## src/rtl/serial_lu_pkg.sv

```systemverilog
// serial_lu_pkg: shared op encodings and FSM state encoding for the
// bit-serial logic unit (serial_lu_ctrl and its lu_slice).
package serial_lu_pkg;

  // Operation select encodings driven on the op port.
  localparam logic [1:0] OP_AND  = 2'b00;
  localparam logic [1:0] OP_OR   = 2'b01;
  localparam logic [1:0] OP_XOR  = 2'b10;
  localparam logic [1:0] OP_NOTA = 2'b11;

  // Controller states: wait for a bundle, shift bits through the slice,
  // present the result until the consumer takes it.
  typedef enum logic [1:0] {
    ST_IDLE = 2'b00,
    ST_RUN  = 2'b01,
    ST_DONE = 2'b10
  } state_e;

endpackage

```

## src/rtl/serial_lu_ctrl_slice.sv

```systemverilog
// lu_slice: combinational 1-bit logic slice; evaluates one bit of the
// selected operation. Operand B is a don't-care for OP_NOTA.
import serial_lu_pkg::*;

module lu_slice (
  input  logic [1:0] op,
  input  logic       a_bit,
  input  logic       b_bit,
  output logic       r_bit
);

  // One-bit evaluation of the op table.
  always_comb begin
    r_bit = 1'b0;
    case (op)
      OP_AND:  r_bit = a_bit & b_bit;
      OP_OR:   r_bit = a_bit | b_bit;
      OP_XOR:  r_bit = a_bit ^ b_bit;
      OP_NOTA: r_bit = ~a_bit;
      default: r_bit = 1'b0;
    endcase
  end

endmodule

```

## src/rtl/serial_lu_ctrl.sv

```systemverilog
// serial_lu_ctrl: bit-serial logic unit controller.
// Handshake: a bundle (a, b, op) transfers on a rising edge where
// in_valid && in_ready; a result transfers on a rising edge where
// out_valid && out_ready. in_ready is high only in IDLE, out_valid only
// in DONE, and res is held stable for as long as out_valid is high.
// Optional feature macro: SERIAL_LU_ZFLAG_EN adds the 'zero' output,
// high in DONE when the result is all zeros.
import serial_lu_pkg::*;

module serial_lu_ctrl #(
  parameter int WIDTH = 8
) (
  input  logic             clk,
  input  logic             rst_n,
  input  logic             in_valid,
  output logic             in_ready,
  input  logic [1:0]       op,
  input  logic [WIDTH-1:0] a,
  input  logic [WIDTH-1:0] b,
  output logic             out_valid,
  input  logic             out_ready,
  output logic [WIDTH-1:0] res
`ifdef SERIAL_LU_ZFLAG_EN
  ,
  output logic             zero
`endif
);

  localparam int CNT_W = (WIDTH > 1) ? $clog2(WIDTH) : 1;
  localparam logic [CNT_W-1:0] CNT_LAST = CNT_W'(WIDTH - 1);

  state_e           state_q, state_d;
  logic [CNT_W-1:0] cnt_q, cnt_d;
  logic [WIDTH-1:0] a_sh_q, a_sh_d;
  logic [WIDTH-1:0] b_sh_q, b_sh_d;
  logic [1:0]       op_q, op_d;
  logic [WIDTH-1:0] res_q, res_d;
  logic             r_bit;

  // The single slice always sees the current LSBs of the operand shifters.
  lu_slice u_slice (
    .op    (op_q),
    .a_bit (a_sh_q[0]),
    .b_bit (b_sh_q[0]),
    .r_bit (r_bit)
  );

  // Next-state and datapath updates; everything holds by default.
  always_comb begin
    state_d = state_q;
    cnt_d   = cnt_q;
    a_sh_d  = a_sh_q;
    b_sh_d  = b_sh_q;
    op_d    = op_q;
    res_d   = res_q;
    case (state_q)
      ST_IDLE: begin
        if (in_valid) begin
          a_sh_d  = a;
          b_sh_d  = b;
          op_d    = op;
          cnt_d   = '0;
          res_d   = '0;
          state_d = ST_RUN;
        end
      end
      ST_RUN: begin
        // Operands drain LSB first; results enter at the MSB so that
        // after WIDTH shifts bit i sits at res[i].
        a_sh_d = a_sh_q >> 1;
        b_sh_d = b_sh_q >> 1;
        res_d  = {r_bit, res_q[WIDTH-1:1]};
        if (cnt_q == CNT_LAST) begin
          state_d = ST_DONE;
        end else begin
          cnt_d = cnt_q + 1'b1;
        end
      end
      ST_DONE: begin
        if (out_ready) begin
          state_d = ST_IDLE;
        end
      end
      default: state_d = ST_IDLE;
    endcase
  end

  // State and datapath registers; reset wins over any handshake.
  always_ff @(posedge clk) begin
    if (!rst_n) begin
      state_q <= ST_IDLE;
      cnt_q   <= '0;
      a_sh_q  <= '0;
      b_sh_q  <= '0;
      op_q    <= '0;
      res_q   <= '0;
    end else begin
      state_q <= state_d;
      cnt_q   <= cnt_d;
      a_sh_q  <= a_sh_d;
      b_sh_q  <= b_sh_d;
      op_q    <= op_d;
      res_q   <= res_d;
    end
  end

  // Handshake outputs decode directly from the state register.
  always_comb begin
    in_ready  = (state_q == ST_IDLE);
    out_valid = (state_q == ST_DONE);
    res       = res_q;
  end

`ifdef SERIAL_LU_ZFLAG_EN
  // Zero flag is only meaningful alongside out_valid.
  always_comb begin
    zero = (state_q == ST_DONE) && (res_q == '0);
  end
`endif

endmodule

```

## config.mk

```make
export PLATFORM = sky130hd
export DESIGN_NAME = serial_lu_ctrl
export DESIGN_NICKNAME = d
export VERILOG_FILES = /design/src/rtl/serial_lu_pkg.sv /design/src/rtl/serial_lu_ctrl_slice.sv /design/src/rtl/serial_lu_ctrl.sv
export SDC_FILE = /design/constraint.sdc
export NUM_CORES = 1
export LEC_CHECK = 0
export CORE_MARGIN = 4
export CORE_UTILIZATION = 55
export CTS_BUF_LIST = sky130_fd_sc_hd__clkbuf_4 sky130_fd_sc_hd__clkbuf_8
export DETAILED_ROUTE_END_ITERATION = 7
export PLACE_DENSITY = 0.95
export SLEW_MARGIN = 10
export SYNTH_ARGS = -nofsm -noshare
export SYNTH_HDL_FRONTEND = slang
export SYNTH_SLANG_ARGS = --single-unit
```

## constraint.sdc

```tcl
create_clock -name clk -period 4.4 [get_ports clk]
set_clock_uncertainty 0.15 [all_clocks]
set_input_delay 0.44 -clock clk [delete_from_list [all_inputs] [get_ports clk]]
set_output_delay 0.44 -clock clk [all_outputs]
set_load 0.01 [all_outputs]
```

# Yosys cells after proc, flatten, opt, wreduce, memory -nomap -nowiden

Index checks and enable logic that the tools add are counted.

$lt $le $gt $ge: 0
Mux-type cells: 14
Shift-type cells: 0
Equality and inequality tests: 10
Multiply operators: 0
Bitwise logic cells: 4
Add/sub/neg operators: 1
Reductions and logical operators: 7
Div/mod/pow operators: 0

Operator list:

| operator            | number |
|---|---|
| $pmux 8 s2          | 3 |
| $mux 8              | 3 |
| $eq 2x2->1 const B  | 3 |
| $mux 2              | 3 |
| $mux 3              | 2 |
| $ne 2x2->1 const B  | 3 |
| $pmux 2 s3          | 1 |
| $pmux 3 s2          | 1 |
| $reduce_and 3->1    | 2 |
| $eq 2x1->1 const B  | 2 |
| $logic_not 2->1     | 2 |
| $pmux 1 s4          | 1 |
| $reduce_and 2->1    | 2 |
| $add 3x1->3 const B | 1 |
| $eq 3x3->1 const B  | 1 |
| $ne 2x1->1 const B  | 1 |
| $reduce_bool 2->1   | 1 |
| $and 1x1->1         | 1 |
| $not 1->1           | 1 |
| $or 1x1->1          | 1 |
| $xor 1x1->1         | 1 |

Memories: 0
Bits in read-only memories: 0
Register bits after elaboration: 31
Bits in writable memories: 0
Latch bits: 0
Word-level logic and storage cells: 42

# Depth between registers and ports, before layout

Gate-level depths: netlist of run 1.

Depth after elaboration: 3
Mapped depth: 5
Depth with buffers taken out: 5

# Cells and area by module

From an unflattened synthesis of run 1, not the netlist that was laid out.

Cell total of the unflattened synthesis: 141
Area, all modules: 1,477.7 um^2

By module, submodules not included:

| module         | area each (um^2) | times used | cells each |
|---|---|---|---|
| serial_lu_ctrl | 1,418.9          | 1          | 135 |
| lu_slice       | 58.8             | 1          | 6 |

# Worst setup path before layout of run 1

Ideal clock, no wire load.

Path type: register to register
Start point: register b_sh_q[0]
End point: register res_q[7] (netlist: res[7])
Stages on the path, launching flop included: 5
Buffers on the path: 0
Slack: 2.859 ns
Library setup time: 0.115 ns
Arrival: 1.275 ns
Clock period less this slack: 1.541 ns
Path through: dfxtp_1 > inv_1 > ha_1 > mux4_2 > a31o_1

Word-level cells in the longest chain between the ends: 3

Ends and longest elaborated chain:

| element                             | line                       | RTL |
|---|---|---|
| start, declared                     | serial_lu_ctrl.sv:35       | `logic [WIDTH-1:0] b_sh_q, b_sh_d;` |
| start signal, assigned              | serial_lu_ctrl.sv:101      | `b_sh_q <= b_sh_d;` |
| $xor 1x1->1 (tied with other cells) | serial_lu_ctrl_slice.sv:18 | `OP_XOR: r_bit = a_bit ^ b_bit;` |
| $pmux 1 s4 (*)                      | serial_lu_ctrl_slice.sv:15 | `case (op)` |
| $pmux 8 s2 (*)                      | serial_lu_ctrl.sv:56       | `case (state_q)` |
| end signal, assigned                | serial_lu_ctrl.sv:103      | `res_q <= res_d;` |
| end, declared                       | serial_lu_ctrl.sv:37       | `logic [WIDTH-1:0] res_q, res_d;` |

Mark *: on every way between the ends. The rest lies on a longest branch, timed or not.
A chain may end at the register's enable or synchronous reset.

# Worst setup path after layout of run 1

Start point: register state_q[1]
End point: output out_valid

Word-level cells in the longest chain between the ends: 1

Ends and longest elaborated chain:

| element                | line                  | RTL |
|---|---|---|
| start, declared        | serial_lu_ctrl.sv:32  | `state_e state_q, state_d;` |
| start signal, assigned | serial_lu_ctrl.sv:98  | `state_q <= state_d;` |
| $eq 2x2->1             | serial_lu_ctrl.sv:110 | `out_valid = (state_q == ST_DONE);` |
| end, declared          | serial_lu_ctrl.sv:20  | `output logic out_valid,` |

Every way passes these cells.

==> key figures, run 1 <==
Drt
  • DR DRC count: 0
  • Drt first pass iters: 4
  • Met3 WL: ~210 microns
  • Metal1 wirelength: 1.18 mm
  • Routed vias/inst: 5.73
  • DR iter-0 viols: 41
  • Drt wl/cell: 13.4 microns
  • Highest metal used: met4
  • Met2 WL: 1.46 mm
  • Routed Wire Length: slightly below 3 mm
  • Via count: 1237
  • Antenna-violating nets left: 0

Global route
  • First-pass GRT wire length: roughly 4.7 mm
  • Grt ovf: 0
  • Vias in the first global route: roughly 1.1k
  • Antenna violations before repair: 0
  • Largest net degree at the start of global routing: 36
  • Total track usage: between 10% and 20%

Synthesis
  • Unique masters post-synth: 29
  • Syn Inst Count: 161
  • Post-Synthesis Net Count: between 150 and 200
  • Seq/Total Area, Yosys: 45.8%
  • Ys async rst share: 0%
  • Synth area leader: dfxtp_1
  • Synth Register Bits: 31
  • Total of warnings raised by yosys: 0
  • Post-synth EDFFs: 0
  • Most common library cells after synthesis: 31 x dfxtp_1, 31 x nand2_1, 26 x a21oi_1, 14 x o21ai_0
  • Yosys top cell area share: between 40% and 50%
  • Top_reg_cell synth: dfxtp_1
  • Avg Cell Area, Syn: between 8 and 9 sq um
  • Synth area leaders: dfxtp_1 46%, a21oi_1 9.6%, nand2_1 8.6%
  • Synth Cell Area: ~1400 sq um

Power and ir drop
  • Cell Pwr Density: 322 nW/um^2
  • Power Total: approximately 540 uW
  • VDD IR max: roughly 0.00027 V
  • Leak: roughly 0.65 nW

Outcome
  • Outcome: finished, final reports clean

Final layout
  • Sequential cell area: slightly above 600 sq um
  • Synth-to-layout area growth: 24.5%
  • Share of cells above drive strength 1: 5.85%
  • Final instance area: 1690 sq um
  • Area taken by multi-input logic gates: ~660 sq um
  • Layout Cells excl Fill: 216
  • Fill count: 160
  • Final nets: approximately 220
  • N_diodes: 0

STA
  • Slew headroom: a little under two fifths
  • RSZ-0062 raised after global routing: false
  • FMAX: about 470 MHz
  • Worst slew pin tran: 0.923 ns
  • Fin Hold WS: roughly 0.32 ns
  • Final worst path period share: ~48%
  • Setup violators final: 0
  • Setup TNS: 0 ns
  • Count of final max-slew check failures: 0
  • Crit path time final: 2.12 ns
  • Final Hold Viols: 0

Setup path
  • Arr. time, crit path: approximately 1.5 ns
  • Setup CP Type: register to primary output
  • Critical Path Fanout Max: 8
  • Setup crit end kind: primary output
  • Crit path launch: state_q[1]
  • Req. time, crit path: ~3.8 ns
  • Reg-to-reg startpoint: state_q[1]
  • Worst setup SP type: register

Place
  • GPL Wtd Cong: between 0.7 and 0.8
  • Final HPWL DP: between 2 and 2.5 mm
  • Post-place instance area: ~1600 sq um
  • Dpl cells: 210
  • Port bufs: 31

Floorplanning
  • Core Rows: 17
  • Die width: around 58 microns
  • Die Y: between 50 and 60 microns
  • Ports: 32
  • Initial core utilization: between 50 and 60%
  • Die footprint: between 3000 and 4000 sq um
  • Core region area: 2280 sq um

Clock network
  • Total CTS buffers: 5
  • CTS max path bufs: 2
  • Root buffer cell: clkbuf_4
  • # Post-CTS Setup Buffers: 0
  • Worst skew pair latency: roughly 0.32 ns
  • CTS tree: done
  • Clock-pin slew on the worst setup and hold paths: around 0.09 ns
  • Post-CTS resize count: 0
  • H-tree Lvls: 2
  • Clock tree sinks: 31
  • Hold_buf cts: 0

Worst hold path
  • Hold_sp: res[6]
  • Min-Delay Path Class: register to register

Run
  • Max-cap viol count: 0
[layout make-up]
type                    count  share of cell area [%]
inverters                   4                   0.889
clock buffers               6                    2.67
flip-flops and latches     31                    36.7
repair buffers             31                    18.4
well taps                  28                    2.07
multi-input cells         116                    39.3
[metrics by stage]
| stage | util [%] | setup slack (ns) |
|---|---|---|
| floorplan | - | 2.86 |
| global placement | 72.2 | 2.23 |
| detailed placement | 72.2 | 2.20 |
| CTS | 74.2 | 2.27 |
| global route | 74.2 | 2.19 |
| finish | 74.2 | 2.28 |
[worst paths after layout]
check,end,slack (ns),cells after the start
worst max-delay path,out_valid,2.28,2
worst max register to register,state_q[0],2.69,3
worst min-delay path,res[5],0.32,2
worst min register to register,res[5],0.32,2
[where the power goes]
group	internal (mW)	switching (mW)
Clock	0.0629	0.0887
Sequential	0.297	0.0104
Combinational	0.0405	0.0439
[routing by layer]
layer	global-route usage (%)	vias up
met3	5.57	7
met2	32.4	43
met4	4.30	0
li1	-	609
met1	20.7	578
met5	0	-
[worst max-delay path, cell delays in order, from the launching register on]
cell,delay [ns]
dfxtp_1,0.42
nor2b_1,0.21
clkdlybuf4s50_1,0.57
[cells by family after synthesis]
logic type      Yosys count  synth area share (%)
fa+ha+maj                 4                  3.69
flops                    31                  45.8
buf+inv                  14                  5.35
mux                       1                  1.66
simple gates             51                  17.4
compound gates           60                  26.1
[layout by cell type, fill, tap and decap left out]
master,instances
mux4_2,1
inv_1,4
nor2_1,1
o21ai_2,1
a31oi_1,1
dfxtp_1,31
o22ai_1,3
and2_1,1
o21ba_2,1
a31o_1,1
and2b_2,1
o21ai_0,14
or3b_1,1
a21boi_0,2
clkbuf_4,6
nor3b_1,1
and3_1,1
nand2b_1,3
nand3_1,7
ha_1,4
nand2_1,31
o21bai_2,1
clkdlybuf4s50_1,31
nor2b_1,4
a22oi_1,3
a21boi_1,7
a21oi_1,26
[registers in the layout, indices dropped and copies added, names as in the netlist]
register,cells
a_sh_q,8
b_sh_q,8
res,8
cnt_q,3
op_q,2
state_q,2
No activity file was read; power rests on OpenSTA's default activity.
==> run 2: changes to the inputs <==
--- a/config.mk
+++ b/config.mk
@@ -6,10 +6,10 @@
 export NUM_CORES = 1
 export LEC_CHECK = 0
 export CORE_MARGIN = 4
-export CORE_UTILIZATION = 55
+export CORE_UTILIZATION = 51
 export CTS_BUF_LIST = sky130_fd_sc_hd__clkbuf_4 sky130_fd_sc_hd__clkbuf_8
 export DETAILED_ROUTE_END_ITERATION = 7
-export PLACE_DENSITY = 0.95
+export PLACE_DENSITY = 0.9
 export SLEW_MARGIN = 10
 export SYNTH_ARGS = -nofsm -noshare
 export SYNTH_HDL_FRONTEND = slang
==> constraint.sdc (replaced) <==
create_clock -name clk -period 2.1 [get_ports clk]
set_clock_uncertainty 0.15 [all_clocks]
set_input_delay 0.21 -clock clk [delete_from_list [all_inputs] [get_ports clk]]
set_output_delay 0.21 -clock clk [all_outputs]
set_load 0.01 [all_outputs]
==> key figures, run 2 (synthesis results as in run 1) <==
Outcome
  • Outcome: finished, final reports clean

Final layout
  • N_diodes: 0 (unchanged)
  • Synth-to-layout area growth: 27.9%
  • Share of cells above drive strength 1: 7.81% (+2.0 points)
  • Most frequent cells in the layout: 31 x nand2_1, 31 x dfxtp_1, 31 x clkdlybuf4s50_1
  • Final instance area: 1730 sq um (+2.7%)
  • Final nets: 219 (+1.9%)

Place
  • GPL Wtd Cong: 0.746 (+0.42%)
  • Final HPWL DP: 2.27 mm (+12%)
  • Port bufs: 31 (unchanged)
  • Post-place instance area: 1690 sq um (+2.7%)

Run
  • Max-cap viol count: 0 (unchanged)

Global route
  • Antenna violations before repair: 0 (unchanged)
  • Total track usage: 19.8% (+1.8 points)
  • Largest net degree at the start of global routing: 25 (-31%)
  • Vias in the first global route: 1215 (+7.5%)
  • First-pass GRT wire length: 5.14 mm (+8.6%)
  • Grt ovf: 0 (unchanged)

Setup path
  • Setup CP Type: register to primary output
  • R2R cell count: 4 (+1)
  • Req. time, crit path: 1.74 ns (-2.07 ns)
  • Setup crit end kind: primary output
  • Worst setup SP type: register
  • Arr. time, crit path: 1.55 ns (+0.02 ns)
  • Critical Path Fanout Max: 8 (unchanged)

STA
  • Crit path time final: between 1.5 and 2 ns
  • Setup violators final: 0 (unchanged)
  • Final Hold Viols: 0 (unchanged)
  • RSZ-0062 raised after global routing: false
  • FMAX: around 520 MHz
  • Worst slew pin tran: 0.476 ns (-0.448 ns)
  • Setup TNS: 0 ns (unchanged)
  • Final worst path period share: between 90% and 100%
  • Slew headroom: 68.2% (+30 points)
  • Fin Hold WS: 0.263 ns (-0.0589 ns)
  • Count of final max-slew check failures: 0 (unchanged)

Clock network
  • Worst skew pair latency: 0.34 ns (+0.02 ns)
  • Clock tree sinks: 31 (unchanged)
  • H-tree Lvls: 2 (unchanged)
  • Hold_buf cts: 0 (unchanged)
  • Total CTS buffers: 5 (unchanged)
  • Clock-pin slew on the worst setup and hold paths: 0.09 ns (about the same)
  • Root buffer cell: clkbuf_4
  • CTS tree: done
  • # Post-CTS Setup Buffers: 0 (unchanged)
  • Post-CTS resize count: 0 (unchanged)
  • CTS max path bufs: 2 (unchanged)

Drt
  • Antenna-violating nets left: 0 (unchanged)
  • DR iter-0 viols: 32 (-22%)
  • Via count: 1241 (+0.32%)
  • Routed vias/inst: 5.59 (-2.4%)
  • Drt wl/cell: 14.3 microns (+6.5%)
  • Drt first pass iters: 4 (unchanged)
  • DR DRC count: 0 (unchanged)
  • Routed Wire Length: 3.16 mm (+9.5%)

Floorplanning
  • Ports: 32 (unchanged)
  • Die width: 59.6 microns (+3.3%)
  • Initial core utilization: 54.3% (-5.3 points)
  • Core region area: 2500 sq um (+9.8%)
  • Die footprint: 3550 sq um (+6.7%)
  • Die Y: 59.6 microns (+3.3%)
  • Core Rows: 18 (+1)

Worst hold path
  • Hold path cells: 3 (+1)
  • Min-Delay Path Class: input port to register

Power and ir drop
  • Cell Pwr Density: 667 nW/um^2 (+110%)
  • Leak: 0.674 nW (+3.7%)
  • VDD IR max: 0.000616 V (+130%)
run 2: path summary, 6_finish.rpt:
kind / start / slack (ns) / end
setup / recovery: state_q[1] / 0.19 / out_valid
hold / removal: b[1] / 0.26 / b_sh_q[1]
setup reg to reg: b_sh_q[0] / 0.45 / res[7]
hold reg to reg: res[5] / 0.32 / res[4]
run 2: metal layers:
layer / wire length [microns] / vias up / GRT usage, %
met5: 0 / - / 0
met4: 41 / 0 / 9.18
met3: 189 / 4 / 6.54
met2: 1680 / 38 / 34.8
met1: 1260 / 581 / 21.3
li1: - / 618 / -
run 2: cell type report:
| class | count | area (sq um) |
|---|---|---|
| Sequential cell | 31 | 621 |
| Multi-Input combinational cell | 116 | 663 |
| Tap cell | 30 | 37.5 |
| Fill cell | 205 | 766 |
| Clock buffer | 6 | 45.0 |
| Timing Repair Buffer | 35 | 353 |
| Inverter | 4 | 15.0 |
run 2: power breakdown:
group	internal [mW]	switching, mW	total [mW]
clock	0.132	0.192	0.324
sequential	0.622	0.0216	0.644
combinational	0.0936	0.0951	0.189
total	0.847	0.309	1.16
run 2: stage by stage:
stage          util (%)  instances  setup slack, ns  total power, mW
5_1_grt            69.4        222            0.123             1.21
2_1_floorplan         -        161            0.559            0.768
3_5_place_dp       67.6        216            0.249            0.845
3_3_place_gp       67.6        216            0.333            0.834
4_1_cts            69.4        222            0.198             1.17
6_report           69.4        222            0.194             1.16
run 2: worst max-delay path, stage by stage (launching register included):
cell             delay (ns)
dfxtp_1                0.43
nor2b_1                0.21
clkdlybuf4s50_1        0.56
==> run 3: changes to the inputs <==
--- a/config.mk
+++ b/config.mk
@@ -9,7 +9,7 @@
 export CORE_UTILIZATION = 51
 export CTS_BUF_LIST = sky130_fd_sc_hd__clkbuf_4 sky130_fd_sc_hd__clkbuf_8
 export DETAILED_ROUTE_END_ITERATION = 7
-export PLACE_DENSITY = 0.9
+export PLACE_DENSITY_LB_ADDON = 0.2
 export SLEW_MARGIN = 10
 export SYNTH_ARGS = -nofsm -noshare
 export SYNTH_HDL_FRONTEND = slang
==> key figures, run 3 (synthesis results as in run 1) <==
Outcome
  • Outcome: finished, final reports clean

Clock network
  • CTS max path bufs: 2 (unchanged)
  • # Post-CTS Setup Buffers: 0 (unchanged)
  • Clock-pin slew on the worst setup and hold paths: 0.10 ns (about the same)
  • Clock tree sinks: 31 (unchanged)
  • Worst skew pair latency: 0.34 ns (about the same)
  • H-tree Lvls: 2 (unchanged)
  • Total CTS buffers: 5 (unchanged)
  • Hold_buf cts: 0 (unchanged)
  • Post-CTS resize count: 0 (unchanged)
  • Root buffer cell: clkbuf_4
  • CTS tree: done

STA
  • Count of final max-slew check failures: 0 (unchanged)
  • Slew headroom: 54.3% (-14 points)
  • RSZ-0062 raised after global routing: false
  • Setup TNS: 0 ns (unchanged)
  • Setup violators final: 0 (unchanged)
  • Worst slew pin tran: 0.685 ns (+0.209 ns)
  • Fin Hold WS: 0.263 ns (-0.000376 ns)
  • Final Hold Viols: 0 (unchanged)
  • Crit path time final: 1.90 ns (-0.00752 ns)
  • Final worst path period share: 90.4% (-0.36 points)
  • FMAX: 527 MHz (+0.40%)

Power and ir drop
  • Sequential share of power: 51.7% (-4.0 points)
  • Sw Ratio: 26.1% (-0.62 points)
  • Sw Pwr: 325 uW (+5.3%)
  • Clk pwr share: 33.3% (+5.3 points)
  • Leak: 0.679 nW (+0.71%)
  • Pint: 921 uW (+8.7%)
  • Comb pwr share: 14.9% (-1.4 points)
  • VDD IR max: 0.000558 V (-9.4%)
  • Cell Pwr Density: 715 nW/um^2 (+7.3%)

Final layout
  • Final nets: 218 (-0.46%)
  • Synth-to-layout area growth: 28.4%
  • Final instance area: 1740 sq um (+0.43%)
  • N_diodes: 0 (unchanged)
  • Most frequent cells in the layout: 31 x nand2_1, 31 x dfxtp_1, 31 x clkdlybuf4s50_1
  • Sequential cell area: 621 sq um (unchanged)
  • Area taken by multi-input logic gates: 663 sq um (unchanged)
  • Share of cells above drive strength 1: 8.29% (+0.48 points)
  • Fill count: 202 (-1.5%)

Setup path
  • Reg-to-reg startpoint: a_sh_q[0]
  • Req. time, crit path: 1.74 ns (about the same)
  • Critical Path Fanout Max: 8 (unchanged)
  • Worst setup SP type: register
  • Setup crit end kind: primary output
  • Reg2reg setup slack: 0.48 ns (+0.03 ns)
  • Setup CP Type: register to primary output
  • R2R cell count: 4 (unchanged)
  • Arr. time, crit path: 1.54 ns (about the same)
  • Reg2reg end: res[7]

Floorplanning
  • Die width: 59.6 microns (unchanged)
  • Die footprint: 3550 sq um (unchanged)
  • Core Rows: 18 (unchanged)
  • Ports: 32 (unchanged)
  • Die Y: 59.6 microns (unchanged)
  • Initial core utilization: 54.3% (unchanged)
  • Core region area: 2500 sq um (unchanged)

Drt
  • Drt wl/cell: 14.2 microns (-0.70%)
  • Antenna-violating nets left: 0 (unchanged)
  • Via count: 1242 (+0.081%)
  • Routed Wire Length: 3.16 mm (-0.25%)
  • DR iter-0 viols: 86 (+170%)
  • Routed vias/inst: 5.57 (-0.37%)
  • DR DRC count: 0 (unchanged)
  • Drt first pass iters: 4 (unchanged)

Global route
  • GR Layer Usage met1: 24.5% (+3.2 points)
  • Most Used Layer, Global Route: met2
  • Antenna violations before repair: 0 (unchanged)
  • Total track usage: 20.3% (+0.54 points)
  • First-pass GRT wire length: 5.31 mm (+3.2%)
  • Vias in the first global route: 1205 (-0.82%)
  • Met3 usage: 5.23% (-1.3 points)
  • Grt ovf: 0 (unchanged)
  • Largest net degree at the start of global routing: 36 (+44%)
  • Met2 Track Usage GR: 32.3% (-2.5 points)

Run
  • Max-cap viol count: 0 (unchanged)

Place
  • Port bufs: 31 (unchanged)
  • Post-place instance area: 1670 sq um (-1.2%)
  • Final HPWL DP: 2.10 mm (-7.3%)
  • GPL Wtd Cong: 0.778 (+4.2%)

Worst hold path
  • Hold path cells: 3 (unchanged)
  • Min-Delay Path Class: input port to register
  • Hold_sp: a[0]
  • Worst Hold Path EP: a_sh_q[0]
run 3: cell type report:
| cell class | instances | share of cell area, % |
|---|---|---|
| clock buffer | 8 | 4.17 |
| inverter | 4 | 0.862 |
| multi-input combinational | 116 | 38.1 |
| sequential | 31 | 35.6 |
| tap | 30 | 2.16 |
| timing repair buffer | 34 | 19.1 |
run 3: worst max path at each step:
stage | startpoint | to | cells past startpoint
final | state_q[1] | out_valid | 2
after global routing | state_q[1] | out_valid | 2
after CTS | state_q[1] | out_valid | 2
after detailed placement | in_valid | cnt_q[0] | 4
after global placement | in_valid | cnt_q[1] | 4
after floorplan | b_sh_q[0] | res[7] | 4
run 3: power by group through the flow:
stage               Sequential, mW  Clock, mW  Combinational, mW
finish                       0.644      0.415              0.186
global route                 0.649      0.451              0.207
CTS                          0.643      0.423              0.185
detailed placement           0.657          0              0.183
global placement             0.654          0              0.178
floorplan                    0.651          0              0.117
run 3: critical path, stage by stage, from the launching register on:
cell and delay [ns]:
dfxtp_1 0.44, nor2b_1 0.20, clkdlybuf4s50_1 0.55
run 3: stage by stage:
stage	setup WS, ns	utilization [%]	power [mW]	cells
after floorplan	0.559	-	0.768	161
after global placement	0.317	66.8	0.832	215
after detailed placement	0.279	66.8	0.840	215
after CTS	0.195	69.7	1.25	223
after global routing	0.0455	69.7	1.31	223
final	0.202	69.7	1.25	223
run 3: layer usage:
metal | vias up | share of wire, %
li1 | 618 | -
met3 | 9 | 4.4
met2 | 33 | 48
met5 | - | 0
met4 | 0 | 2.6
met1 | 582 | 45
